**config.mk**
```make
export PLATFORM = sky130hd
export DESIGN_NAME = fetch_hazard_ctrl
export DESIGN_NICKNAME = d
export VERILOG_FILES = /design/src/rtl/fetch_ctrl_pkg.sv /design/src/rtl/sat_counter.sv /design/src/rtl/fetch_hazard_ctrl.sv
export SDC_FILE = /design/constraint.sdc
export NUM_CORES = 1
export LEC_CHECK = 0
export ABC_AREA = 0
export BUFFER_PORTS_ARGS = -buffer_cell sky130_fd_sc_hd__buf_2
export CAP_MARGIN = 20
export CORE_MARGIN = 8
export CORE_UTILIZATION = 56
export CTS_CLUSTER_SIZE = 24
export DETAILED_ROUTE_END_ITERATION = 12
export PLACE_DENSITY_LB_ADDON = 0.3
export RECOVER_POWER = 25
export SLEW_MARGIN = 15
export SYNTH_ARGS = -nofsm -noshare
export SYNTH_HDL_FRONTEND = slang
export SYNTH_SLANG_ARGS = --single-unit
```
**constraint.sdc**
```tcl
create_clock -name clk -period 4.24 [get_ports clk]
set_input_delay 0.848 -clock clk [delete_from_list [all_inputs] [get_ports clk]]
set_output_delay 0.848 -clock clk [all_outputs]
set_load 0.02 [all_outputs]
```
**src/rtl/fetch_ctrl_pkg.sv**
```systemverilog
// rtl/fetch_ctrl_pkg.sv - shared types, constants and the load-use hazard check for the fetch controller
package fetch_ctrl_pkg;

  typedef enum logic [1:0] {
    ST_RUN    = 2'd0,
    ST_FLUSH  = 2'd1,
    ST_IMWAIT = 2'd2
  } fetch_state_e;

  localparam logic [31:0] NOP_INSTR = 32'h00000013;
  localparam logic [4:0]  REG_X0    = 5'd0;

  localparam int FLUSH_DEPTH_MIN  = 1;
  localparam int FLUSH_DEPTH_MAX  = 4;
  localparam int IMEM_TIMEOUT_MIN = 2;
  localparam int IMEM_TIMEOUT_MAX = 1023;

  localparam int FLUSH_LEFT_W = $clog2(FLUSH_DEPTH_MAX);
  localparam int WAIT_W       = $clog2(IMEM_TIMEOUT_MAX + 1);

  // x0 is never a real producer, so a load targeting it cannot create a hazard
  function automatic logic load_use(
    input logic       mem_read_e,
    input logic [4:0] rd_e,
    input logic [4:0] rs1_d,
    input logic [4:0] rs2_d,
    input logic       rs1_used_d,
    input logic       rs2_used_d
  );
    return mem_read_e && (rd_e != REG_X0) &&
           ((rs1_used_d && (rs1_d == rd_e)) || (rs2_used_d && (rs2_d == rd_e)));
  endfunction

endpackage

```
**src/rtl/sat_counter.sv**
```systemverilog
// rtl/sat_counter.sv - up-counter that sticks at all-ones, with synchronous clear
module sat_counter #(
  parameter int W = 16
) (
  input  logic         clk,
  input  logic         rst,
  input  logic         clr_i,
  input  logic         inc_i,
  output logic [W-1:0] count_o
);

  logic [W-1:0] count_q, count_d;

  always_comb begin
    count_d = count_q;
    if (clr_i) begin
      count_d = '0;
    end else if (inc_i && (count_q != '1)) begin
      count_d = count_q + W'(1);
    end
  end

  always_ff @(posedge clk or posedge rst) begin
    if (rst) begin
      count_q <= '0;
    end else begin
      count_q <= count_d;
    end
  end

  assign count_o = count_q;

endmodule

```
**src/rtl/fetch_hazard_ctrl.sv**
```systemverilog
// rtl/fetch_hazard_ctrl.sv - fetch / IF-ID sequencing: branch flush, load-use stall, imem wait
module fetch_hazard_ctrl
  import fetch_ctrl_pkg::*;
#(
  parameter int FLUSH_DEPTH  = 1,
  parameter int IMEM_TIMEOUT = 64,
  parameter int CNT_W        = 16
) (
  input  logic             clk,
  input  logic             rst,
  input  logic             PCSrcE,
  input  logic             MemReadE,
  input  logic [4:0]       RdE,
  input  logic [4:0]       Rs1D,
  input  logic [4:0]       Rs2D,
  input  logic             Rs1UsedD,
  input  logic             Rs2UsedD,
  input  logic             imem_ready,
  output logic             pc_write,
  output logic             stallF_load_hazard,
  output logic             flushF_branch_hazard,
  output logic             stallD,
  output logic             flushE,
  output logic             imem_err,
  output logic [CNT_W-1:0] stall_cnt,
  output logic [CNT_W-1:0] flush_cnt
);

  fetch_state_e            state_q, state_d;
  logic [FLUSH_LEFT_W-1:0] flush_left_q, flush_left_d;
  logic                    imem_err_q, imem_err_d;
  logic [WAIT_W-1:0]       wait_cnt;
  logic                    lu;
  logic                    wait_inc, wait_clr, flush_inc;
  logic                    pc_write_c, stallF_c, flushF_c, stallD_c, flushE_c;

  assign lu = load_use(MemReadE, RdE, Rs1D, Rs2D, Rs1UsedD, Rs2UsedD);

  always_comb begin
    state_d      = state_q;
    flush_left_d = flush_left_q;
    pc_write_c   = 1'b0;
    stallF_c     = 1'b0;
    flushF_c     = 1'b0;
    stallD_c     = 1'b0;
    flushE_c     = 1'b0;
    wait_inc     = 1'b0;
    wait_clr     = 1'b0;
    flush_inc    = 1'b0;

    if (PCSrcE) begin
      pc_write_c = 1'b1;
      flushF_c   = 1'b1;
      flushE_c   = 1'b1;
      flush_inc  = 1'b1;
      if (FLUSH_DEPTH > 1) begin
        state_d      = ST_FLUSH;
        flush_left_d = FLUSH_LEFT_W'(FLUSH_DEPTH - 1);
      end else begin
        state_d      = ST_RUN;
        flush_left_d = '0;
      end
    end else if (state_q == ST_FLUSH) begin
      // decode already holds a NOP here, so a load-use match is stale
      pc_write_c   = imem_ready;
      flushF_c     = 1'b1;
      flush_left_d = flush_left_q - FLUSH_LEFT_W'(1);
      if (flush_left_d == '0) begin
        state_d = ST_RUN;
      end
    end else if (lu) begin
      stallF_c = 1'b1;
      stallD_c = 1'b1;
      flushE_c = 1'b1;
    end else if (!imem_ready) begin
      flushF_c = 1'b1;
      wait_inc = 1'b1;
      state_d  = ST_IMWAIT;
    end else begin
      pc_write_c = 1'b1;
      wait_clr   = 1'b1;
      state_d    = ST_RUN;
    end
  end

  assign imem_err_d = imem_err_q |
                      (wait_inc && (wait_cnt == WAIT_W'(IMEM_TIMEOUT - 1)));

  always_ff @(posedge clk or posedge rst) begin
    if (rst) begin
      state_q      <= ST_RUN;
      flush_left_q <= '0;
      imem_err_q   <= 1'b0;
    end else begin
      state_q      <= state_d;
      flush_left_q <= flush_left_d;
      imem_err_q   <= imem_err_d;
    end
  end

  sat_counter #(.W(WAIT_W)) u_wait_cnt (
    .clk     (clk),
    .rst     (rst),
    .clr_i   (wait_clr),
    .inc_i   (wait_inc),
    .count_o (wait_cnt)
  );

  sat_counter #(.W(CNT_W)) u_stall_cnt (
    .clk     (clk),
    .rst     (rst),
    .clr_i   (1'b0),
    .inc_i   (~pc_write_c),
    .count_o (stall_cnt)
  );

  sat_counter #(.W(CNT_W)) u_flush_cnt (
    .clk     (clk),
    .rst     (rst),
    .clr_i   (1'b0),
    .inc_i   (flush_inc),
    .count_o (flush_cnt)
  );

  // outputs are forced low for the whole reset window, not just after the next edge
  assign pc_write             = pc_write_c & ~rst;
  assign stallF_load_hazard   = stallF_c   & ~rst;
  assign flushF_branch_hazard = flushF_c   & ~rst;
  assign stallD               = stallD_c   & ~rst;
  assign flushE               = flushE_c   & ~rst;
  assign imem_err             = imem_err_q;

endmodule

```
==> impl_results.md, run 1 <==
* Outcome: finished with violations
* Failing checks: capacitance limit, slew limit
* Most numerous cell in the Yosys netlist: dfrtp_1
* Hold Crit Start: imem_err$_DFF_PP0_
* Pin count of the biggest net entering global routing at 44
* First-pass GRT wire length at 8.70 mm
* Detailed Route WL at between 5 and 6 mm
* Routed Antenna Nets at 0
* Busiest grt layer: met2
* Net Switching at a little over 0.4 mW
* Root Driver: clkbuf_8
* Die area at 0.00635 sq mm
* Ant diodes at 0
* Critical path endpoint category: output port
* Final Max Tran Viols at 44
* Post-Place Cells at roughly 330
* Hold Vio Cnt, Final at 0
* GRT met3 Usage at 5.74%
* Top_reg_cell synth: dfrtp_1
* Core area at between 0.003 and 0.004 sq mm
* Clock transition at the registers of the reported paths at 0.07 ns
* DRC at 0
* Die X at 79.7 um
* Synth top area cells: dfrtp_1 (47%), xnor2_1 (10%), xor2_1 (5.4%), nand3_1 (4.8%), and3_1 (3.6%)
* WP data arrival at 2.42 ns
* Met2 usage at around 28%
* Sequential power share at 47.1%
* CTS sink cnt at 43
* Setup Buffers After CTS at 0
* Worst EP required at 3.39 ns
* Area leader, netlist: dfrtp_1
* Sw Share at 35.1%
* Maximum fanout along the worst path at 4
* Final setup viols at 0
* Non-Filler Instances at 339
* PwrDens at 434 mW/mm^2
* FP Rows at 23
* Avg Inst Size Synth at 10.1 sq um
* Gr usage total at 16.8%
* Fmax at 0.306 GHz
* Layout Area Growth over Synthesis at 19.5%
* Layout cells sized above 1 at around 26%
* Ratio of final minimum period to clock period at 77.0%
* Post-synth cell types at 38
* Antenna violations before repair at 0
* CTS tree: built
* Port buffer count at 59
* Vias in the first global route at 1942
* Max Cap Violations at 1
* Seq/Total Area, Yosys at a little under half
* Final nets at around 310
* Clk Latency, worst-skew pair at 0.30 ns
* Routed wire per std cell at 15.3 um
* TritonRoute pass-1 iters at 4
* Initial Util at between 50% and 60%
* WHS Path Cells at 1
* RePlAce Congestion at 0.814
* Inserted Clock Buffers at 5
* Ys async rst share at 100%
* HP Class: reg2reg
* H-tree levels at 2
* Met1 Resource Use GR at 19.1%
* Fillers at between 300 and 400
* Post-layout min period at 3.27 ns
* Vias/cell at 5.75
* Overall Power at 1.18 mW
* Top cell type's share of synthesized area at 47.3%
* Reg2Reg Depth at 7
* Die H at ~80 um
* Worst vdd ir at slightly below 0.0002 V
* Leak at 1.36 nW
* HPWL after detailed placement at 3.72 mm
* Worst r2r src: u_wait_cnt.count_o[0]$_DFFE_PP0P_
* Post-synth net total at around 250
* Clock Power Share at 27.2%
* Post-CTS sizing at 0
* Cts hold-fix bufs at 0
* Synthesized area at around 0.0023 sq mm
* Number of synthesized flops with an enable pin at 0
* Reg-to-Reg End: u_wait_cnt.count_o[3]$_DFFE_PP0P_
* Layout Skew at ~0.012 ns
* Clk buf depth at 2
* RSZ-0062 raised after global routing: no
* Hold worst-path end: imem_err$_DFF_PP0_
* Max_slew headroom at -48.8%
* Final Util at 68.9%
* Slew @ Worst Pin at 2.23 ns
* Io pins at 60
* Most common library cells after synthesis: dfrtp_1 (43), xnor2_1 (26), nand3_1 (22)
* Fin Setup TNS at 0 ns
* Combinational fraction of design power at 25.6%
* Synth warn at 0
* Startpoint class of the critical path: input pin
* Int Power at 0.765 mW
* R2R setup slack at 2.15 ns
* Grt total ovfl at 0
* Total vias in the final route at 1949
* Synth Instances at 226
* Seq cells post-synth at 43
* Detailed router's first-iteration violation count at about 170
* WS Path Type: in2out
-- how the worst max path moves through the flow --
stage	start	end	slack, ns	cells after the start
after floorplan	RdE[3]	stallF_load_hazard	0.82	6
after global placement	RdE[3]	stallF_load_hazard	1.01	7
after detailed placement	RdE[3]	stallF_load_hazard	0.96	7
final	RdE[3]	stallF_load_hazard	0.97	7
after CTS	RdE[3]	stallF_load_hazard	0.96	7
after global routing	RdE[3]	stallF_load_hazard	0.81	7
-- layer usage --
| metal | vias to the layer above | wire length [um] |
|---|---|---|
| met1 | 942 | 2100 |
| met2 | 62 | 2640 |
| met3 | 7 | 363 |
| met5 | - | 0 |
| li1 | 938 | - |
| met4 | 0 | 70 |
-- worst max-delay path: stages --
cell,delay (ns)
buf_2,0.12
xor2_1,0.16
nor4_2,0.30
a32oi_2,0.19
or2_2,0.36
nor3_1,0.22
buf_2,0.22
-- final cells by class --
cell class / instances / area (sq um) / area share, %
clock buffers: 5 / 68.8 / 2.53
clock inverters: 3 / 43.8 / 1.61
inverters: 7 / 26.3 / 0.967
multi-input cells: 170 / 1130 / 41.8
flip-flops and latches: 43 / 1080 / 39.6
well taps: 50 / 62.6 / 2.30
repair buffers: 61 / 305 / 11.2
-- placed cells by master (no fill, tap or decap), types with 7 or more instances in the layout --
master   instances
and3_1          13
buf_2           58
dfrtp_1         43
inv_1            7
nand2_1         14
nand3_1         22
nand4_1         12
nor2_1          11
nor3_1           8
xnor2_1         26
xor2_1          14
-- stage by stage --
stage / hold WS, ns / instance area (sq um) / worst slack (ns)
2_1_floorplan: 0.478 / 2270 / 0.824
3_3_place_gp: 0.465 / 2610 / 1.01
3_5_place_dp: 0.463 / 2610 / 0.964
4_1_cts: 0.481 / 2720 / 0.957
5_1_grt: 0.510 / 2720 / 0.809
6_report: 0.476 / 2720 / 0.973
-- kinds of logic after synthesis --
group / Yosys count / synth area share, %
XOR/XNOR: 40 / 15.4
multiplexers: 1 / 0.495
flip-flops: 43 / 47.3
adder cells (fa/ha/maj): 3 / 1.65
AND/OR/NAND/NOR: 96 / 22.8
buffers and inverters: 13 / 2.75
AO/OA/AOI/OAI: 30 / 9.52
-- sequential cells by signal, indices dropped and copies added, names as in the netlist --
name                 count
imem_err                 1
u_flush_cnt.count_o     16
u_wait_cnt.count_o      10
u_stall_cnt.count_o     16
-- power by group through the flow --
stage / logic [mW] / registers, mW / clock network [mW]
after floorplan: 0.126 / 0.619 / 0
after global placement: 0.295 / 0.558 / 0
after detailed placement: 0.304 / 0.559 / 0
after CTS: 0.308 / 0.554 / 0.329
after global routing: 0.331 / 0.567 / 0.341
final: 0.302 / 0.555 / 0.321
No activity file was read; power rests on OpenSTA's default activity.
==> run 2, diff against run 1 <==
- CORE_UTILIZATION: 56 -> 47
- clock period: 4.24 -> 2.7 ns (I/O delays scaled with it)
==> run 2 against run 1 <==
Effect of this change: the flow now finishes without violations; clock skew fell by 0.0068 ns; routed wire length fell by 3.8%; sequential power rose by 57%; global-route usage fell by 2.3 points; power rose by 51%; final cell count rose by 1.5%; combinational power rose by 55%; die area rose by 15%; clock power rose by 37%; via count fell by 2.2%; register-to-register slack got worse by 1.5 ns; critical endpoint is now flushF_branch_hazard; largest power group unchanged.
==> impl_results.md, run 2 (same netlist as run 1, synthesis figures left out) <==
* Die area at 0.00732 sq mm (was 0.00635 sq mm)
* Gr usage total at 14.5% (was 16.8%)
* Register area at 0.00108 sq mm (unchanged)
* Fillers at 438 (was 324)
* Layout Area Growth over Synthesis at 19.9% (was 19.5%)
* Clk buf depth at 2 (unchanged)
* Vias in the first global route at 1944 (was 1942)
* Final setup viols at 0 (unchanged)
* Routed wire per std cell at 14.5 um (was 15.3 um)
* Routed Antenna Nets at 0 (unchanged)
* Detailed Route WL at 4.98 mm (was 5.18 mm)
* Die H at 85.6 um (was 79.7 um)
* Port buffer count at 59 (unchanged)
* Ratio of final minimum period to clock period at 97.8%
* Ant diodes at 0 (unchanged)
* Die X at 85.6 um (was 79.7 um)
* Final Max Tran Viols at 0 (was 44)
* Final nets at 314 (was 313)
* RSZ-0062 raised after global routing: no (unchanged)
* WS Path Type: in2out (unchanged)
* WP data arrival at 2.10 ns (was 2.42 ns)
* Io pins at 60 (unchanged)
* Commonest non-fill, non-tap cell in the layout: buf_2 (unchanged)
* Slew @ Worst Pin at 1.06 ns (was 2.23 ns)
* Root Driver: clkbuf_8 (unchanged)
* Vias/cell at 5.54 (was 5.75)
* Initial Util at 48.5% (was 57.7%)
* Maximum fanout along the worst path at 4 (unchanged)
* Pin count of the biggest net entering global routing at 44 (unchanged)
* Layout cells sized above 1 at 26.9% (was 26.0%)
* Total vias in the final route at 1907 (was 1949)
* Most frequent cells in the layout: buf_2 (59), dfrtp_1 (43), xnor2_1 (26) (was buf_2 (58), dfrtp_1 (43), xnor2_1 (26))
* Fmax at about 0.38 GHz
* H-tree levels at 2 (unchanged)
* RePlAce Congestion at 0.769 (was 0.814)
* Worst vdd ir at 0.000471 V (was 0.000193 V)
* Inserted Clock Buffers at 5 (unchanged)
* Post-layout min period at 2.64 ns
* FP Rows at 25 (was 23)
* HP Class: reg2reg (unchanged)
* Clk Latency, worst-skew pair at 0.29 ns (was 0.30 ns)
* Antenna violations before repair at 0 (unchanged)
* Cell area after layout at 0.00273 sq mm (was 0.00272 sq mm)
* Layout Skew at 0.00554 ns (was 0.0123 ns)
* Clock transition at the registers of the reported paths at 0.08 ns (was 0.07 ns)
* Core area at 0.00469 sq mm (was 0.00394 sq mm)
* CTS sink cnt at 43 (unchanged)
* Max Cap Violations at 0 (was 1)
* Cell area after placement at 0.00263 sq mm (was 0.00261 sq mm)
* Max_slew headroom at 29.1% (was -48.8%)
* Grt total ovfl at 0 (unchanged)
* PwrDens at 653 mW/mm^2 (was 434 mW/mm^2)
* First-pass GRT wire length at 8.81 mm (was 8.70 mm)
* TritonRoute pass-1 iters at 4 (unchanged)
* Worst EP required at 2.16 ns (was 3.39 ns)
* Detailed router's first-iteration violation count at 124 (was 166)
* Startpoint class of the critical path: input pin (unchanged)
* Fin Setup TNS at 0 ns (unchanged)
* Hold Vio Cnt, Final at 0 (unchanged)
* DRC at 0 (unchanged)
* HPWL after detailed placement at 3.69 mm (was 3.72 mm)
* Multi-input gate area at 0.00114 sq mm (was 0.00113 sq mm)
* CTS tree: built (unchanged)
* Critical path endpoint category: output port (unchanged)
* Outcome: finished clean (was finished with violations)
* Leak at 1.37 nW (was 1.36 nW)
[run 2: cell types whose count changed in the layout (fill, tap and decap cells not counted)]
cell	change
clkbuf_2	+1
clkbuf_8	+2
buf_4	+1
buf_2	+1
nor3_1	-1
clkinv_2	-1
clkbuf_1	-1
bufinv_16	-1
clkinv_4	-1
nor3_2	+1
[run 2: area by class of cell]
type	count	area share [%]
multi-input combinational	170	41.8
sequential	43	39.5
timing repair buffer	62	11.6
clock buffer	8	3.67
tap	54	2.48
inverter	7	0.964
[run 2: per-stage QoR]
stage	power, mW	std cells	util, %	hold slack, ns	setup slack (ns)
2_1_floorplan	1.17	226	-	0.478	0.131
3_5_place_dp	1.36	336	56.0	0.455	0.0592
3_3_place_gp	1.34	336	56.0	0.450	0.159
6_report	1.78	344	58.1	0.465	0.0584
4_1_cts	1.81	344	58.1	0.430	0.0596
5_1_grt	1.89	344	58.1	0.513	0.000203
[run 2: repair_timing]
action                                  4_1_cts  5_1_grt
endpoints found under the setup margin        0        1
resized for setup                             0        0
hold buffers                                  0        0
buffers inserted                              0        0
[run 2: per-layer routing]
layer	part of all wire, %	routed length [um]	up-vias	global-route usage (%)
met1	47	2330	910	18.1
met3	6.1	303	9	4.68
met5	0	0	-	0
met2	46	2280	52	22.8
li1	-	-	936	-
met4	1.4	72	0	5.25
[run 2: power by group]
part / total [mW] / internal (mW) / switching (mW) / leakage [nW]
combinational: 0.467 / 0.185 / 0.283 / 0.745
clock: 0.439 / 0.233 / 0.206 / 0.0515
sequential: 0.872 / 0.741 / 0.130 / 0.570
[run 2: path summary, 6_finish.rpt]
kind / start / end / slack (ns) / cells after the start
max: RdE[3] / flushF_branch_hazard / 0.06 / 8
min: imem_err$_DFF_PP0_ / imem_err$_DFF_PP0_ / 0.47 / 1
max reg2reg: u_wait_cnt.count_o[0]$_DFFE_PP0P_ / u_wait_cnt.count_o[3]$_DFFE_PP0P_ / 0.65 / 7
min reg2reg: imem_err$_DFF_PP0_ / imem_err$_DFF_PP0_ / 0.47 / 1
max in group asynchronous: rst / u_flush_cnt.count_o[8]$_DFFE_PP0P_ / 1.43 / 3
min in group asynchronous: rst / u_wait_cnt.count_o[6]$_DFFE_PP0P_ / 0.61 / 3
[run 2: critical path: stages]
cell and delay (ns):
buf_2 0.12, xor2_1 0.17, nor4_2 0.34, a32oi_2 0.20
or2_2 0.37, a21oi_1 0.16, nor2_1 0.05, buf_2 0.15
